<file path="config.mk">
export PLATFORM = sky130hd
export DESIGN_NAME = load_store_unit
export DESIGN_NICKNAME = d
export VERILOG_FILES = /design/src/rtl/lsu_pkg.sv /design/src/rtl/load_aligner.sv /design/src/rtl/load_store_unit.sv
export SDC_FILE = /design/constraint.sdc
export NUM_CORES = 1
export LEC_CHECK = 0
export CORE_MARGIN = 2
export CORE_UTILIZATION = 50
export DETAILED_ROUTE_END_ITERATION = 6
export DONT_BUFFER_PORTS = 1
export GPL_TIMING_DRIVEN = 0
export PLACE_DENSITY_LB_ADDON = 0.2
export SETUP_SLACK_MARGIN = 0.05
export SKIP_CTS_REPAIR_TIMING = 1
export SYNTH_ARGS = -nofsm -noshare
export SYNTH_HDL_FRONTEND = slang
export SYNTH_HIERARCHICAL = 1
export SYNTH_SLANG_ARGS = --single-unit
</file>
<file path="constraint.sdc">
create_clock -name clock -period 4.39 [get_ports clock]
set_input_delay 0.6585 -clock clock [delete_from_list [all_inputs] [get_ports clock]]
set_output_delay 0.6585 -clock clock [all_outputs]
set_load 0.01 [all_outputs]
</file>
<file path="src/rtl/lsu_pkg.sv">
// Shared encodings and helpers for the load/store unit and its load aligner.
package lsu_pkg;

  localparam logic [1:0] SIZE_BYTE  = 2'b00;
  localparam logic [1:0] SIZE_HALF  = 2'b01;
  localparam logic [1:0] SIZE_WORD  = 2'b10;
  localparam logic [1:0] SIZE_DWORD = 2'b11;

  localparam logic [1:0] ERR_NONE     = 2'b00;
  localparam logic [1:0] ERR_MISALIGN = 2'b01;
  localparam logic [1:0] ERR_TIMEOUT  = 2'b10;

  typedef enum logic [1:0] {
    IDLE   = 2'b00,
    ACCESS = 2'b01,
    RESP   = 2'b10
  } lsuStateT;

  // Unshifted byte-enable pattern; the caller narrows it to its bus width.
  function automatic logic [7:0] beMask(input logic [1:0] size);
    case (size)
      SIZE_BYTE: beMask = 8'h01;
      SIZE_HALF: beMask = 8'h03;
      SIZE_WORD: beMask = 8'h0F;
      default:   beMask = 8'hFF;
    endcase
  endfunction

  function automatic logic isMisaligned(input logic [1:0] size, input logic [2:0] addrLow);
    case (size)
      SIZE_BYTE: isMisaligned = 1'b0;
      SIZE_HALF: isMisaligned = addrLow[0];
      SIZE_WORD: isMisaligned = |addrLow[1:0];
      default:   isMisaligned = |addrLow;
    endcase
  endfunction

endpackage

</file>
<file path="src/rtl/load_aligner.sv">
// Shifts the addressed lane down to bit 0 and sign/zero-extends it to DATA_W.
module load_aligner
  import lsu_pkg::*;
#(
  parameter int DATA_W = 32
) (
  input  logic [DATA_W-1:0]             rdata,
  input  logic [$clog2(DATA_W/8)-1:0]   offset,
  input  logic [1:0]                    size,
  input  logic                          isUnsigned,
  output logic [DATA_W-1:0]             loadData
);

  logic [DATA_W-1:0] lane;
  logic [DATA_W-1:0] keepMask;
  logic              signBit;

  assign lane = rdata >> {offset, 3'b000};

  // A full-width access keeps every bit, so ~keepMask is zero and no extension happens.
  always_comb begin
    keepMask = '1;
    signBit  = 1'b0;
    case (size)
      SIZE_BYTE: begin
        keepMask = DATA_W'(8'hFF);
        signBit  = lane[7];
      end
      SIZE_HALF: begin
        keepMask = DATA_W'(16'hFFFF);
        signBit  = lane[15];
      end
      SIZE_WORD: begin
        keepMask = DATA_W'(32'hFFFF_FFFF);
        signBit  = lane[31];
      end
      default: begin
        keepMask = '1;
        signBit  = 1'b0;
      end
    endcase
    loadData = (lane & keepMask) | ((signBit && !isUnsigned) ? ~keepMask : '0);
  end

endmodule

</file>
<file path="src/rtl/load_store_unit.sv">
// Single-outstanding load/store unit: aligns stores, runs the memory handshake
// with an optional timeout and returns one writeback response per request.
//
// state  | meaning
// IDLE   | ready for a request
// ACCESS | strobes asserted, waiting for mem_ack_in or timeout
// RESP   | one-cycle writeback response
module load_store_unit
  import lsu_pkg::*;
#(
  parameter int DATA_W  = 32,
  parameter int ADDR_W  = 32,
  parameter int TIMEOUT = 255
) (
  input  logic                clock,
  input  logic                reset,
  input  logic                req_valid_in,
  output logic                req_ready_out,
  input  logic                req_we_in,
  input  logic [ADDR_W-1:0]   req_addr_in,
  input  logic [DATA_W-1:0]   req_wdata_in,
  input  logic [1:0]          req_size_in,
  input  logic                req_unsigned_in,
  input  logic [4:0]          req_rd_in,
  output logic [ADDR_W-1:0]   mem_addr_out,
  output logic [DATA_W-1:0]   mem_wdata_out,
  output logic [DATA_W/8-1:0] mem_be_out,
  output logic                mem_re_out,
  output logic                mem_we_out,
  input  logic                mem_ack_in,
  input  logic [DATA_W-1:0]   mem_rdata_in,
  output logic                resp_valid_out,
  output logic                resp_load_out,
  output logic [DATA_W-1:0]   resp_data_out,
  output logic [4:0]          resp_rd_out,
  output logic [1:0]          resp_err_out
);

  localparam int BE_W  = DATA_W / 8;
  localparam int OFF_W = $clog2(BE_W);
  localparam int TMR_W = (TIMEOUT > 0) ? $clog2(TIMEOUT + 1) : 1;
  localparam logic [TMR_W-1:0]  TIMEOUT_CNT = TMR_W'(TIMEOUT);
  localparam logic [ADDR_W-1:0] LANE_MASK   = ADDR_W'(BE_W - 1);

  lsuStateT          state, stateNext;
  logic              accept, ackHit, timeoutHit;
  logic [TMR_W-1:0]  timer, timerInc;

  logic              reqWe, reqUnsigned;
  logic [1:0]        reqSize;
  logic [4:0]        reqRd;
  logic [OFF_W-1:0]  reqOffset;

  logic [1:0]        inSize;
  logic              inMisaligned;
  logic [DATA_W-1:0] wdataRep, loadData;
  logic [BE_W-1:0]   beNext;

  // A 32-bit bus has no dword lane, so dword requests behave as words from here on.
  assign inSize       = (DATA_W == 32 && req_size_in == SIZE_DWORD) ? SIZE_WORD : req_size_in;
  assign inMisaligned = isMisaligned(inSize, req_addr_in[2:0]);
  assign beNext       = BE_W'(beMask(inSize)) << req_addr_in[OFF_W-1:0];
  assign timerInc     = timer + TMR_W'(1);
  assign req_ready_out = (state == IDLE);

  always_comb begin
    case (inSize)
      SIZE_BYTE: wdataRep = {BE_W{req_wdata_in[7:0]}};
      SIZE_HALF: wdataRep = {(BE_W/2){req_wdata_in[15:0]}};
      SIZE_WORD: wdataRep = {(DATA_W/32){req_wdata_in[31:0]}};
      default:   wdataRep = req_wdata_in;
    endcase
  end

  load_aligner #(.DATA_W(DATA_W)) aligner (
    .rdata      (mem_rdata_in),
    .offset     (reqOffset),
    .size       (reqSize),
    .isUnsigned (reqUnsigned),
    .loadData   (loadData)
  );

  always_ff @(posedge clock or posedge reset) begin
    if (reset) state <= IDLE;
    else       state <= stateNext;
  end

  always_comb begin
    stateNext  = state;
    accept     = 1'b0;
    ackHit     = 1'b0;
    timeoutHit = 1'b0;
    case (state)
      IDLE: begin
        if (req_valid_in) begin
          accept    = 1'b1;
          stateNext = inMisaligned ? RESP : ACCESS;
        end
      end
      ACCESS: begin
        if (mem_ack_in) begin
          ackHit    = 1'b1;
          stateNext = RESP;
        end else if (TIMEOUT != 0 && timerInc == TIMEOUT_CNT) begin
          timeoutHit = 1'b1;
          stateNext  = RESP;
        end
      end
      RESP:    stateNext = IDLE;
      default: stateNext = IDLE;
    endcase
  end

  always_ff @(posedge clock or posedge reset) begin
    if (reset) begin
      timer          <= '0;
      reqWe          <= 1'b0;
      reqUnsigned    <= 1'b0;
      reqSize        <= SIZE_BYTE;
      reqRd          <= '0;
      reqOffset      <= '0;
      mem_addr_out   <= '0;
      mem_wdata_out  <= '0;
      mem_be_out     <= '0;
      mem_re_out     <= 1'b0;
      mem_we_out     <= 1'b0;
      resp_valid_out <= 1'b0;
      resp_load_out  <= 1'b0;
      resp_data_out  <= '0;
      resp_rd_out    <= '0;
      resp_err_out   <= ERR_NONE;
    end else begin
      case (state)
        IDLE: begin
          if (accept) begin
            timer       <= '0;
            reqWe       <= req_we_in;
            reqUnsigned <= req_unsigned_in;
            reqSize     <= inSize;
            reqRd       <= req_rd_in;
            reqOffset   <= req_addr_in[OFF_W-1:0];
            if (inMisaligned) begin
              resp_valid_out <= 1'b1;
              resp_load_out  <= !req_we_in;
              resp_data_out  <= '0;
              resp_rd_out    <= req_rd_in;
              resp_err_out   <= ERR_MISALIGN;
            end else begin
              mem_addr_out  <= req_addr_in & ~LANE_MASK;
              mem_wdata_out <= wdataRep;
              mem_be_out    <= beNext;
              mem_re_out    <= !req_we_in;
              mem_we_out    <= req_we_in;
            end
          end
        end
        ACCESS: begin
          timer <= timerInc;
          if (ackHit || timeoutHit) begin
            mem_addr_out   <= '0;
            mem_wdata_out  <= '0;
            mem_be_out     <= '0;
            mem_re_out     <= 1'b0;
            mem_we_out     <= 1'b0;
            resp_valid_out <= 1'b1;
            resp_load_out  <= !reqWe;
            resp_data_out  <= (ackHit && !reqWe) ? loadData : '0;
            resp_rd_out    <= reqRd;
            resp_err_out   <= ackHit ? ERR_NONE : ERR_TIMEOUT;
          end
        end
        default: begin
          resp_valid_out <= 1'b0;
          resp_load_out  <= 1'b0;
          resp_data_out  <= '0;
          resp_rd_out    <= '0;
          resp_err_out   <= ERR_NONE;
        end
      endcase
    end
  end

endmodule
</file>
==> summary.txt <==
GRT
  – Antenna violations before repair: 0
  – Pin count of the biggest net entering global routing: 74
  – Gr usage total: 25.82%
  – First-pass GRT wire length: between 20 and 30 mm
  – Total congestion overflow: 0
  – Vias in the first global route: 5282

Detailed routing
  – Routed wl met3: about 1.8 mm
  – Number of detailed-routing iterations run before antenna repair: 5
  – Initial DRC Count: 445
  – Routed WL: 18.07 mm
  – Antenna viol nets, final: 0
  – Vias per cell: approximately 6.0
  – Top sig layer: met4
  – Met1 WL: just over 7 mm
  – Drt wl/cell: 20.79 um
  – Met2 WL: 8.650 mm
  – # DRC: 0
  – Vias: 5256

Placed design
  – Setup WS pre-CTS: 1662 ps
  – Placed inst area: 6829 um^2
  – IO buf count: 0
  – Final HPWL DP: between 10 and 15 mm
  – Gpl congestion: 0.8571

Worst setup path
  – Critical Path Sink Type: flip-flop
  – Stages on worst setup path: 8
  – Crit path max-delay cell type: a2111oi_4
  – Crit Path Category: reg2reg
  – Reg-to-reg critical path startpoint: timer[0]
  – R2r endpoint: mem_wdata_out[16]
  – Reg2reg setup slack: 1630 ps
  – Buf+Inv Stages, Crit Path: 2
  – Critical path arrival: between 3000 and 4000 ps
  – CP peak stage delay: 480 ps
  – Crit path max-delay family: compound AO/OA/AOI/OAI gates
  – Crit-path max FO: 10
  – Worst-path cell chain: ha_1 > nand2b_1 > o32ai_1 > nor4_1 > a2111oi_4 > buf_2 > buf_4 > o22ai_1
  – CP required: between 4000 and 5000 ps
  – FF-to-FF path depth: 8
  – Startpoint class of the critical path: flip-flop

Floorplan
  – Initial core utilization: 51.70%
  – Die area: 14090 um^2
  – Width of the die: roughly 120 um
  – Core area: 12720 um^2
  – # rows: 41
  – Io pins: between 200 and 250
  – DIE HEIGHT: approximately 120 um

STA
  – Max Freq: 0.3629 GHz
  – Slew HR: 37.51%
  – Post-route clock period utilization: 62.78%
  – Worst slew pin tran: between 900 and 1000 ps
  – Fin crit period: around 2800 ps
  – Final setup fails: 0
  – Slack of the critical path: 1634 ps
  – Final Hold Fails: 0
  – RSZ-0062 raised after global routing: false
  – Clock skew: 7.042 ps
  – Fin. max-slew vios: 0

Layout
  – Layout cells sized above 1: 14.20%
  – Multi-input gate area: 3035 um^2
  – Nets: 795
  – Post-synthesis to final-layout area growth: 12.61%
  – Reg area: 3253 um^2
  – Fin area: 7407 um^2
  – Fillcell total: about 1200
  – Diodes inserted: 0

Logic synthesis
  – Post-synth top area cell: dfrtp_1
  – EDFF count, synth: 0
  – Synth Register Bits: 130
  – Synth area leaders: dfrtp_1, nand2_1, mux2i_1
  – Synth async-reset ratio: 100.0%
  – YS warnings: 6
  – Synth top area share: between 40 and 50%
  – Syn Inst Count: ~660
  – Avg Cell Area, Syn: 9.921 um^2
  – Synthesized area: 6578 um^2
  – Count of cell types in the netlist: 53
  – Synth Flop Type: dfrtp_1
  – Sequential share of the synthesized area: roughly half

Clock tree
  – CTS tree: yes
  – Clock Tree Buf Depth: 2
  – CTS root buffer: clkbuf_16
  – CTS H-tree lvls: 4
  – Clk slew on worst S/H paths: 60 ps
  – CTS buffer count: 17
  – Clock latency on the worst-skew pair: 420 ps
  – CTS Sinks: 130

Pwr
  – Worst vdd ir: just under 0.3 mV
  – PwrDens: 752.9 nW/um^2
  – Leak pwr: 0.003275 uW

Outcome
  – Status: completed

Worst hold path
  – Hold WC Path Type: in2async

Run
  – Max Cap Viol: 0
-- stage by stage --
step	instances	hold slack (ps)	setup TNS [ps]	power, uW	util (%)
floorplan	664	479.2	0	3693	-
global placement	836	486.2	-128490	4121	53.42
detailed placement	837	494.9	0	4200	53.68
CTS	869	160.1	0	5596	58.22
global route	869	186.7	0	5911	58.22
finish	869	153.2	0	5577	58.22
-- flip-flops by register name, indices dropped and copies added (netlist names), 2 cells and up --
signal         count
mem_addr_out      30
mem_be_out         4
mem_wdata_out     32
reqOffset          2
reqRd              5
reqSize            2
resp_data_out     32
resp_err_out       2
resp_rd_out        5
state              2
timer              8
-- layout by cell type (no fill, tap or decap), types with 3 or more instances in the layout --
cell type  instances
nand2_1          138
dfrtp_1          130
o21ai_0           48
mux2i_1           45
a22o_1            38
clkbuf_1          27
o22ai_1           26
nor2_1            22
mux2_2            21
a21oi_1           18
clkbuf_16         17
buf_2             12
or2_2             10
nor2b_1           10
o31ai_1            9
nand2b_1           8
buf_1              8
a211oi_1           8
a31oi_1            8
o32ai_1            7
buf_4              6
inv_1              5
nand3b_1           5
nor3_1             5
inv_6              5
nand3_1            4
clkinv_4           4
or3_1              3
nor4_1             3
buf_6              3
-- cell families after synthesis --
group                    after synthesis  share of synthesized area, %
AND/OR/NAND/NOR                      221                         15.50
AO/OA/AOI/OAI                        178                         18.89
flip-flops                           130                         49.46
multiplexers                          68                         11.13
buffers and inverters                 62                         4.451
adder cells (fa/ha/maj)                2                        0.3804
other                                  1                       0.05701
XOR/XNOR                               1                        0.1332
-- where the power goes --
group          internal, uW  total [uW]  switching (uW)  leakage (uW)
Combinational           773        1820            1040       0.00131
Clock                   816        1370             558      0.000281
Sequential             1730        2390             658       0.00169
Total                  3320        5580            2260       0.00327
-- Yosys cell counts, types with 2 or more instances --
cell type  instances
nand3b_1           5
buf_4              6
buf_6              3
mux2i_1           45
and4_1             2
o22ai_1           26
nand3_1            4
or2_2             10
clkbuf_1          27
o32ai_1            7
buf_2             12
nor2_1            22
mux4_2             2
o21a_1             2
and2_1             2
nor4_2             2
a211oi_1           8
nor4b_1            2
dfrtp_1          130
o31ai_1            9
nor2b_1           10
inv_1              6
nor4_1             3
o21ai_0           48
nand2b_1           8
buf_1              8
or3_1              3
o21bai_1           2
a21oi_1           18
a31oi_1            8
o32ai_2            2
nand2_1          138
mux2_2            21
a22o_1            38
nor3_1             5
ha_1               2
-- metal layers --
metal  vias up  GRT usage (%)
met5         -              0
met4         0          9.524
met3        47          9.749
met2       255          42.06
met1      2541          31.15
li1       2413              -
-- how the worst max path moves through the flow --
stage,start,end,slack [ps]
after CTS,state[1],mem_wdata_out[16],1650
final,timer[0],mem_wdata_out[16],1630
after floorplan,reset,mem_addr_out[10],260
after detailed placement,state[1],mem_wdata_out[16],1660
after global routing,state[1],mem_re_out,1460
after global placement,reset,mem_wdata_out[27],-990
-- final cells by class --
type | instances | area share (%)
flip-flops and latches | 130 | 43.92
repair buffers | 1 | 0.3716
multi-input cells | 472 | 40.98
plain buffers | 56 | 3.649
inverters | 6 | 0.3716
well taps | 172 | 2.905
clock buffers | 19 | 6.115
clock inverters | 13 | 1.689
Note: power is estimated with default switching activity, not from simulation.
